$ cat config.mk
export PLATFORM = sky130hd
export DESIGN_NAME = pll_reconfig_seq
export DESIGN_NICKNAME = d
export VERILOG_FILES = /design/src/rtl/pll_reconfig_pkg.sv /design/src/rtl/sync_2ff.sv /design/src/rtl/pll_reconfig_seq.sv
export SDC_FILE = /design/constraint.sdc
export NUM_CORES = 1
export LEC_CHECK = 0
export BUFFER_PORTS_ARGS = -buffer_cell sky130_fd_sc_hd__buf_2
export CORE_MARGIN = 1.5
export CORE_UTILIZATION = 38
export DETAILED_ROUTE_END_ITERATION = 12
export PLACE_DENSITY = 0.63
export SYNTH_ARGS = -nofsm -noshare
export SYNTH_HDL_FRONTEND = slang
export SYNTH_SLANG_ARGS = --single-unit
export TNS_END_PERCENT = 20
$ cat constraint.sdc
create_clock -name clk_50m -period 1.92 [get_ports clk_50m]
set_input_delay 0.192 -clock clk_50m [delete_from_list [all_inputs] [get_ports clk_50m]]
set_output_delay 0.192 -clock clk_50m [all_outputs]
set_load 0.05 [all_outputs]
$ cat src/rtl/pll_reconfig_pkg.sv
// Shared types and constants for the PLL reconfiguration sequencer.
//   state_e     : sequencer FSM states
//   ADDR_*      : reconfiguration controller register addresses
package pll_reconfig_pkg;

  typedef enum logic [2:0] {
    StIdle,
    StWrMode,
    StWrK,
    StWrStart,
    StWaitLock
  } state_e;

  localparam logic [5:0] ADDR_MODE   = 6'd0;
  localparam logic [5:0] ADDR_START  = 6'd2;
  localparam logic [5:0] ADDR_FRAC_K = 6'd7;

endpackage

$ cat src/rtl/sync_2ff.sv
// Two-flop synchronizer for a single asynchronous level signal.
//   clk_i  : destination clock
//   rst_ni : asynchronous active-low reset (output resets to 0)
//   d_i    : asynchronous input
//   q_o    : synchronized output, two clk_i cycles of latency
module sync_2ff (
  input  logic clk_i,
  input  logic rst_ni,
  input  logic d_i,
  output logic q_o
);

  logic meta_q;
  logic sync_q;

  always_ff @(posedge clk_i or negedge rst_ni) begin
    if (!rst_ni) begin
      meta_q <= 1'b0;
      sync_q <= 1'b0;
    end else begin
      meta_q <= d_i;
      sync_q <= meta_q;
    end
  end

  assign q_o = sync_q;

endmodule

$ cat src/rtl/pll_reconfig_seq.sv
// Retunes the PLL between native and underclocked fractional-K settings by
// writing mode, K and start registers on the reconfiguration controller's
// management port, then waits for relock.
//   clk_50m          : free-running reference clock (keeps running during relock)
//   reset            : asynchronous active-low reset
//   sel_async        : requested setting, 0 native / 1 underclock (async)
//   pll_locked       : PLL lock indicator (async)
//   mgmt_waitrequest : management port stall
//   mgmt_write/address/writedata : management port write channel
//   busy             : sequence in progress
//   applied          : setting most recently programmed
//   done             : one-cycle pulse on successful relock
//   lock_err         : sticky relock timeout, cleared when the next sequence starts
module pll_reconfig_seq
  import pll_reconfig_pkg::*;
#(
  parameter logic [31:0] K_NATIVE     = 32'd3639383488,
  parameter logic [31:0] K_UNDER      = 32'd3268298314,
  parameter int unsigned LOCK_SETTLE  = 16,
  parameter int unsigned LOCK_TIMEOUT = 65535
) (
  input  logic        clk_50m,
  input  logic        reset,
  input  logic        sel_async,
  input  logic        pll_locked,
  input  logic        mgmt_waitrequest,
  output logic        mgmt_write,
  output logic [5:0]  mgmt_address,
  output logic [31:0] mgmt_writedata,
  output logic        busy,
  output logic        applied,
  output logic        done,
  output logic        lock_err
);

  localparam logic [15:0] LockSettle  = 16'(LOCK_SETTLE);
  localparam logic [15:0] LockTimeout = 16'(LOCK_TIMEOUT);

  logic        sel_s;
  logic        lock_s;
  logic        sel_q;
  logic        tgt_q;
  logic        applied_q;
  logic        done_q;
  logic        lock_err_q;
  logic        write_q;
  logic [5:0]  addr_q;
  logic [31:0] data_q;
  logic [15:0] cnt_q;
  state_e      state_q;

  logic req_pending;
  logic accept;
  logic settled;
  logic timed_out;

  sync_2ff u_sync_sel (
    .clk_i  (clk_50m),
    .rst_ni (reset),
    .d_i    (sel_async),
    .q_o    (sel_s)
  );

  sync_2ff u_sync_lock (
    .clk_i  (clk_50m),
    .rst_ni (reset),
    .d_i    (pll_locked),
    .q_o    (lock_s)
  );

  // A request needs two equal samples so a toggle mid-flight never starts a
  // sequence on a value that is about to change again.
  assign req_pending = (sel_s == sel_q) && (sel_q != applied_q);
  assign accept      = write_q && !mgmt_waitrequest;
  assign settled     = cnt_q >= LockSettle;
  assign timed_out   = cnt_q == LockTimeout;

  always_ff @(posedge clk_50m or negedge reset) begin
    if (!reset) begin
      sel_q <= 1'b0;
    end else begin
      sel_q <= sel_s;
    end
  end

  // Relock counter: cleared on start-write acceptance, saturates at the timeout.
  always_ff @(posedge clk_50m or negedge reset) begin
    if (!reset) begin
      cnt_q <= '0;
    end else if (state_q == StWrStart && accept) begin
      cnt_q <= '0;
    end else if (state_q == StWaitLock && !timed_out) begin
      cnt_q <= cnt_q + 16'd1;
    end
  end

  // Write states enter with write_q low, which provides the one-cycle gap
  // between consecutive writes; the next cycle raises the strobe.
  always_ff @(posedge clk_50m or negedge reset) begin
    if (!reset) begin
      state_q    <= StIdle;
      write_q    <= 1'b0;
      addr_q     <= ADDR_MODE;
      data_q     <= '0;
      tgt_q      <= 1'b0;
      applied_q  <= 1'b0;
      done_q     <= 1'b0;
      lock_err_q <= 1'b0;
    end else begin
      done_q <= 1'b0;
      unique case (state_q)
        StIdle: begin
          if (req_pending) begin
            tgt_q      <= sel_q;
            lock_err_q <= 1'b0;
            write_q    <= 1'b1;
            addr_q     <= ADDR_MODE;
            data_q     <= '0;
            state_q    <= StWrMode;
          end
        end
        StWrMode: begin
          if (accept) begin
            write_q <= 1'b0;
            state_q <= StWrK;
          end
        end
        StWrK: begin
          if (!write_q) begin
            write_q <= 1'b1;
            addr_q  <= ADDR_FRAC_K;
            data_q  <= tgt_q ? K_UNDER : K_NATIVE;
          end else if (accept) begin
            write_q <= 1'b0;
            state_q <= StWrStart;
          end
        end
        StWrStart: begin
          if (!write_q) begin
            write_q <= 1'b1;
            addr_q  <= ADDR_START;
            data_q  <= '0;
          end else if (accept) begin
            write_q   <= 1'b0;
            applied_q <= tgt_q;
            state_q   <= StWaitLock;
          end
        end
        StWaitLock: begin
          if (settled && lock_s) begin
            done_q  <= 1'b1;
            state_q <= StIdle;
          end else if (timed_out) begin
            lock_err_q <= 1'b1;
            state_q    <= StIdle;
          end
        end
        default: begin
          write_q <= 1'b0;
          state_q <= StIdle;
        end
      endcase
    end
  end

  assign mgmt_write     = write_q;
  assign mgmt_address   = addr_q;
  assign mgmt_writedata = data_q;
  assign busy           = (state_q != StIdle);
  assign applied        = applied_q;
  assign done           = done_q;
  assign lock_err       = lock_err_q;

endmodule
# ---- Word-level counts from Yosys, hierarchy flattened
# Index checks and enable logic that the tools add are counted.
dict set report word_totals {
  elab_cells 85
  in_bits 5
  reg_bits 67
}
dict set report op_classes {
  n_eq_ne 18
  muxes 31
  addsub 1
  n_bitwise 1
  reduce_logical 19
  order_cmp 1
}
# operator n
set op_table {}
lappend op_table {{$mux W32} 3}
lappend op_table {{$pmux W32 S3} 1}
lappend op_table {{$mux W16} 2}
lappend op_table {{$mux W29} 1}
lappend op_table {{$mux W3} 8}
lappend op_table {{$ne A2 B2 Y1 const B} 10}
lappend op_table {{$mux W6} 3}
lappend op_table {{$pmux W6 S3} 1}
lappend op_table {{$add A16 B1 Y16 const B} 1}
lappend op_table {{$eq A16 B16 Y1 const B} 1}
lappend op_table {{$ge A16 B5 Y1 const B} 1}
lappend op_table {{$pmux W3 S5} 1}
lappend op_table {{$mux W1} 9}
lappend op_table {{$reduce_and A4 Y1} 2}
lappend op_table {{$reduce_and A7 Y1} 1}
lappend op_table {{$eq A3 B2 Y1 const B} 2}
lappend op_table {{$reduce_and A3 Y1} 2}
lappend op_table {{$reduce_bool A3 Y1} 2}
lappend op_table {{$logic_and A1 B1 Y1} 5}
lappend op_table {{$pmux W1 S4} 1}
lappend op_table {{$reduce_bool A2 Y1} 2}
lappend op_table {{$eq A3 B1 Y1 const B} 1}
lappend op_table {{$eq A3 B3 Y1 const B} 1}
lappend op_table {{$logic_not A3 Y1} 1}
lappend op_table {{8 further kinds} 9}

# ---- Longest topological paths before layout
# Gate-level depths: netlist of the first run.
dict set report logic_depth {
  word_depth 5
  mapped_depth 7
  mapped_depth_nobuf 5
}

# ---- Modules after synthesis
# From an unflattened synthesis of the first run, not the netlist that was laid out.
dict set report hier_totals {
  hier_cells 198
  area_unflattened_um2 1926.8
}
# mod area_each_um2 instances cells_per_inst
set modules_own_cells {}
lappend modules_own_cells {pll_reconfig_seq 1826.8 1 194}
lappend modules_own_cells {sync_2ff 50.0 2 2}

# ---- Worst setup path before layout of the first run
# Ideal clock, no wire load.
dict set report synth_path {
  kind {register to register}
  start {register state_q[1]}
  end {register cnt_q[12]}
  slack_ns -0.193
  path_stages_with_launch 7
  arrival_ns 2.035
  period_less_slack_ns 2.113
  t_required_ns 1.842
  path_cell_list {dfrtp_1 -> buf_6 -> or3b_4 -> or4_1 -> buf_2 -> or4_1 -> a21oi_1}
}
dict set report synth_between {
  elab_chain_len 3
}
# element line
set synth_rtl {}
lappend synth_rtl {{from (decl)} pll_reconfig_seq.sv:50} ;# state_e state_q;
lappend synth_rtl {{from (signal assigned)} pll_reconfig_seq.sv:101} ;# state_q <= StIdle;
lappend synth_rtl {{from (signal assigned)} pll_reconfig_seq.sv:119} ;# state_q <= StWrMode;
lappend synth_rtl {{from (signal assigned)} pll_reconfig_seq.sv:125} ;# state_q <= StWrK;
lappend synth_rtl {{$eq A3 B2 Y1 or $eq A3 B3 Y1 (tied branches)} {pll_reconfig_seq.sv:90, pll_reconfig_seq.sv:92}}
lappend synth_rtl {{$logic_and A1 B1 Y1, on equally long branches} {pll_reconfig_seq.sv:90, pll_reconfig_seq.sv:92}}
lappend synth_rtl {{$mux W16 or $reduce_bool A2 Y1 (tied branches)} -}
lappend synth_rtl {{to (signal assigned)} pll_reconfig_seq.sv:93} ;# cnt_q <= cnt_q + 16'd1;
lappend synth_rtl {{to (decl)} pll_reconfig_seq.sv:49} ;# logic [15:0] cnt_q;
# Several ways; a longest one is shown, not always the timed one.
# A chain may end at the register's enable or synchronous reset.

# ---- Worst setup path in the final report of the first run
# Ends and elaborated chain as after synthesis.

==> out/summary.txt, run 1 <==
Placement Setup Slack = -0.0151 ns
Final WS setup = -0.0215 ns
Slew Limit Fails = 0
Final Cell Area = 2240 sq um
Starting density of the core = 40.2%
CTS tree = built
Io pins = 48
CP arrival = 2.16 ns
Worst path max stage delay = 0.53 ns
Antenna violations before repair = 0
Post-DP HPWL = 2970 microns
Critical path's slowest cell = or4_4
Hold WS = -0.0231 ns
RSZ-0062 raised after global routing = yes
Synth-to-Final Area Change = 15.8%
Largest area contributor in the netlist = dfrtp_1
Placed cells = 295
Core area = 4820 sq um
Vias in the first global route = 1364
Post-Layout Cell Count = 304
Worst path cell trace = or3b_4 -> or4_4 -> or4_1 -> a21oi_2
Outcome = finished, violations left
Clock sink count = 34
Ys Warns = 0
H-tree Lvls = 2
Worst VDD drop = 0.000708 V
Synthesis-stage register bit count = 34
Count leader, synth = dfrtp_1
Post-CTS Setup Bufs = 0
Power Dens Cells = 1650 nW/um^2
Share of cells above drive strength 1 = 31.6%
CTS clock-pin slew for the worst setup and hold paths = 0.07 ns
Die area = 5530 sq um
Drt total wl = 4030 microns
Ys async rst share = 100%
Filler cell count = 472
Cells after Synth = 199
Seq/Total Area, Yosys = 44.0%
Routed Antenna Nets = 0
Number of enable-type register cells in the synthesized netlist = 0
Vias = 1577
Die Y-Extent = 74.4 microns
Mapped Area = 1940 sq um
GRT Resource Usage Total = 16.0%
Accumulated negative setup slack = -0.0215 ns
Max FO, Critical Path = 6
Row count = 25
Worst Setup End Kind = register
Fin crit period = 1.94 ns
Antenna diodes = 0
Footprint of the multi-input gates = 851 sq um
Crit share post-route = 101%
Fmax = 515 MHz
Avg Vias per Cell = 5.19
Critical path data required time = 2.14 ns
Failing checks = negative hold slack, negative setup slack
Crit Path Class = register to register
IO buf count = 33
DRT iter0 DRCs = 73
Final Setup Violations = 1
Largest delay share family, worst path = simple AND/OR/NAND/NOR gates
Layout Nets = 244
CTS Buf Count = 5
First-pass GRT wire length = 6550 microns
Worst-Margin Slew = 0.761 ns
Routability Congestion = 0.821
Worst Clk Skew = 0.00343 ns
Area of placed instances = 2130 sq um
CTS root buffer = clkbuf_8
CP Launch Type = register
Leak Pwr = 0.00102 uW
GR Overflow Total = 0
Relative slew slack = 49.3%
DRC Markers = 0
Largest net degree at the start of global routing = 35
Commonest cells in the netlist = dfrtp_1, buf_4, nand2_1
Buffers plus inverters on the worst setup path = 0
Mean Syn Cell Area = 9.73 sq um
Max-Cap Viols = 0
Die Wd = 74.4 microns
Sequential cell area = 851 sq um
Synth top area share = 44.0%
Clock Tree Buf Depth = 2
Ys flop type = dfrtp_1
Post-DR wirelength/cell = 13.3 microns
Drt pass-1 iters = 4
Hold Crit Class = input pin to async pin
Final hold vios = 34
Worst-skew pair later-pin latency = 0.29 ns
Netlist cell types = 48
Largest cells by area after synthesis = dfrtp_1, buf_4, o31ai_1, or4_1, nor4_1
[flip-flops by register name, indices dropped and copies added, names as in the netlist, 2 cells and up]
register and cells:
mgmt_address 2, state_q 3, mgmt_writedata 3, cnt_q 16
[report_power, final]
group / leakage, uW / internal (uW) / switching [uW]
Sequential: 0.000438 / 952 / 216
Clock: 0.0000438 / 243 / 255
Combinational: 0.000540 / 612 / 1420
[worst paths after layout]
check,from,end,slack (ns),depth (start not counted)
max reg2reg,state_q[1],cnt_q[12],-0.02,4
max,state_q[1],cnt_q[12],-0.02,4
min reg2reg,u_sync_lock.meta_q,u_sync_lock.q_o,0.35,0
min in group clk_50m,mgmt_waitrequest,mgmt_write,0.31,5
min,reset,cnt_q[15],-0.02,1
max in group asynchronous,reset,cnt_q[4],1.46,1
[cells by family after synthesis]
family | Yosys count | synth area share [%]
multiplexers | 4 | 2.20
other | 1 | 0.194
XOR/XNOR | 1 | 0.453
AO/OA/AOI/OAI | 39 | 14.2
AND/OR/NAND/NOR | 73 | 22.2
flip-flops | 34 | 44.0
buffers and inverters | 45 | 15.6
adder cells (fa/ha/maj) | 2 | 1.29
[through the flow]
step	hold WS (ns)	util (%)	total power (uW)
finish	-0.0231	46.5	3700
global route	0.0471	46.5	3950
CTS	0.00131	46.0	3710
detailed placement	0.301	44.2	3190
global placement	0.301	44.2	3170
floorplan	-0.104	-	2860
[metal layers]
layer	routed length [microns]	track usage [%]
met1	1910	21.7
met2	1760	23.4
met3	264	4.61
met4	90	8.08
met5	0	0
[cell type report]
type                    instances  share of cell area (%)
well taps                      67                    3.74
repair buffers                 58                    16.0
clock inverters                 2                   0.447
multi-input cells             133                    38.0
clock buffers                   5                    3.07
inverters                       5                   0.838
flip-flops and latches         34                    38.0
[cells in the final DEF (no fill, tap or decap), types with 3 or more instances in the layout]
master,instances
dfrtp_1,34
nand3_1,7
buf_2,33
a31oi_1,3
a21oi_1,6
buf_4,23
nor3_1,3
nand2_1,12
o21ai_0,5
or4_1,5
clkbuf_8,5
nor4_1,8
inv_1,5
nor2_1,9
conb_1,14
or4_4,3
o41ai_1,3
o21a_1,3
nand4_1,5
o31ai_1,7
[what timing repair did]
item                       CTS  global route
setup endpoints to repair    1             7
resized for setup            0             5
hold endpoints to repair     1             1
pin swaps                    0             1
hold buffers                 1             1
(Power assumes the default switching activity.)
==> run 2, diff against run 1 <==
--- a/config.mk
+++ b/config.mk
@@ -7,9 +7,9 @@
 export LEC_CHECK = 0
 export BUFFER_PORTS_ARGS = -buffer_cell sky130_fd_sc_hd__buf_2
 export CORE_MARGIN = 1.5
-export CORE_UTILIZATION = 38
+export CORE_UTILIZATION = 33
 export DETAILED_ROUTE_END_ITERATION = 12
-export PLACE_DENSITY = 0.63
+export PLACE_DENSITY = 0.56
 export SYNTH_ARGS = -nofsm -noshare
 export SYNTH_HDL_FRONTEND = slang
 export SYNTH_SLANG_ARGS = --single-unit
==> out/summary.txt, run 2 (same netlist as run 1, synthesis figures left out) <==
Failing checks = negative setup slack
CTS Buf Count = 5
Routed Antenna Nets = 0
GRT Resource Usage Total = 14.4%
Top layer in use = met4
Met2 routed WL = 1970 microns
DRC Markers = 0
Crit share post-route = 102%
Crit path depth = 4
CP Launch Type = register
Filler cell count = 572
CTS clock-pin slew for the worst setup and hold paths = 0.08 ns
Final hold vios = 0
Synth-to-Final Area Change = 20.3%
CP arrival = 2.18 ns
Commonest non-fill, non-tap cells in the layout = dfrtp_1, buf_2, buf_4, conb_1, nand2_1
Crit Path Class = register to register
WL met1 = 1970 microns
Critical path's slowest cell = or4_4
Die Y-Extent = 79.6 microns
Io pins = 48
Max-Cap Viols = 0
H-tree Lvls = 2
Drt pass-1 iters = 4
IO buf count = 33
Critical path data required time = 2.14 ns
Clock Tree Buf Depth = 2
Accumulated negative setup slack = -0.0310 ns
Post-CTS Setup Bufs = 0
Reg2reg end = cnt_q[12]
Buffers plus inverters on the worst setup path = 0
Core area = 5570 sq um
Worst-Margin Slew = 0.758 ns
Met3 wire length = 206 microns
Largest delay share family, worst path = simple AND/OR/NAND/NOR gates
Antenna violations before repair = 0
Share of cells above drive strength 1 = 32.4%
Post-DR wirelength/cell = 13.4 microns
Layout Nets = 247
Max FO, Critical Path = 6
Power Dens Cells = 1720 nW/um^2
Clock sink count = 34
Fin util = 41.8%
First-pass GRT wire length = 7040 microns
GR Overflow Total = 0
Fin crit period = 1.95 ns
Hold Crit Class = input pin to register
Hold WS = 0.311 ns
Worst Clk Skew = 0.00584 ns
Antenna diodes = 0
R2R setup slack = -0.03 ns
Max FFs per register = 16
Commonest non-fill, non-tap cell in the layout = dfrtp_1
RSZ-0062 raised after global routing = yes
Biggest register = cnt_q
Vias = 1578
Die Wd = 79.6 microns
Placed cells = 302
Post-Layout Cell Count = 313
Worst path cell trace = or3b_4 -> or4_4 -> or4_4 -> a21oi_2
Worst-skew pair later-pin latency = 0.29 ns
Worst setup path start = state_q[1]
Outcome = finished, violations left
Slew Limit Fails = 0
CTS root buffer = clkbuf_8
Die area = 6330 sq um
Drt total wl = 4200 microns
Avg Vias per Cell = 5.04
Worst Setup End Kind = register
Critical Path Most Common Cell = or4_4
Fmax = 513 MHz
Relative slew slack = 49.5%
Routability Congestion = 0.798
Vias in the first global route = 1490
DRT iter0 DRCs = 54
Final WS setup = -0.0310 ns
CP endpoint = cnt_q[12]
CTS tree = built
Post-DP HPWL = 3100 microns
Largest net degree at the start of global routing = 35
Worst r2r path cells = 4
Row count = 27
Worst path max stage delay = 0.54 ns
Worst VDD drop = 0.000893 V
Leak Pwr = 0.00106 uW
R2r startpoint = state_q[1]
Starting density of the core = 34.7%
Final Setup Violations = 1
run 2: cell count changes in the layout (fill, tap and decap cells not counted), moves of 2 or more:
cell	change
bufinv_16	+2
buf_4	+2
o311ai_1	+2
clkinv_2	-2
run 2: worst min path at each step:
stage / endpoint / depth (start not counted) / slack, ns / from
5_1_grt: u_sync_lock.q_o / 0 / 0.36 / u_sync_lock.meta_q
4_1_cts: mgmt_write / 5 / 0.30 / mgmt_waitrequest
2_1_floorplan: applied / 0 / -0.10 / reset
3_3_place_gp: u_sync_sel.meta_q / 1 / 0.30 / sel_async
6_report: mgmt_write / 5 / 0.31 / mgmt_waitrequest
3_5_place_dp: u_sync_sel.meta_q / 1 / 0.30 / sel_async
run 2: stage by stage:
stage	instance area (sq um)	worst slack [ns]	power, uW
global route	2330	-0.108	4280
finish	2330	-0.0310	4020
floorplan	1990	-0.157	2860
CTS	2320	-0.0320	4040
detailed placement	2150	-0.0287	3230
global placement	2150	0.0171	3200
run 2: area by class of cell:
cell class / instances / area, sq um / share of cell area (%)
multi-input cells: 133 / 848 / 36.4
well taps: 72 / 90.1 / 3.87
repair buffers: 61 / 383 / 16.4
clock inverters: 3 / 68.8 / 2.96
clock buffers: 5 / 68.8 / 2.96
inverters: 5 / 18.8 / 0.806
flip-flops and latches: 34 / 851 / 36.5
run 2: repair_timing:
action	CTS	global route
pin swaps	2	0
setup endpoints to repair	3	8
endpoints found under the hold margin	11	0
hold buffers	3	0
resized for setup	0	5
run 2: worst reg2reg max path: cells and delay by family, from the launching register on:
| kind | cells | cell delay, ns |
|---|---|---|
| AND/OR/NAND/NOR | 3 | 1.39 |
| flip-flops | 1 | 0.39 |
| AO/OA/AOI/OAI | 1 | 0.12 |
run 2: power breakdown:
| group | total [uW] | switching [uW] | internal (uW) |
|---|---|---|---|
| Combinational | 2040 | 1420 | 621 |
| Sequential | 1180 | 225 | 952 |
| Clock | 799 | 279 | 520 |
| Total | 4020 | 1920 | 2090 |
run 2: routing by layer:
metal	global-route usage (%)	vias up
li1	-	773
met1	18.8	747
met2	23.7	50
met3	3.09	8
met4	4.21	0
met5	0	-
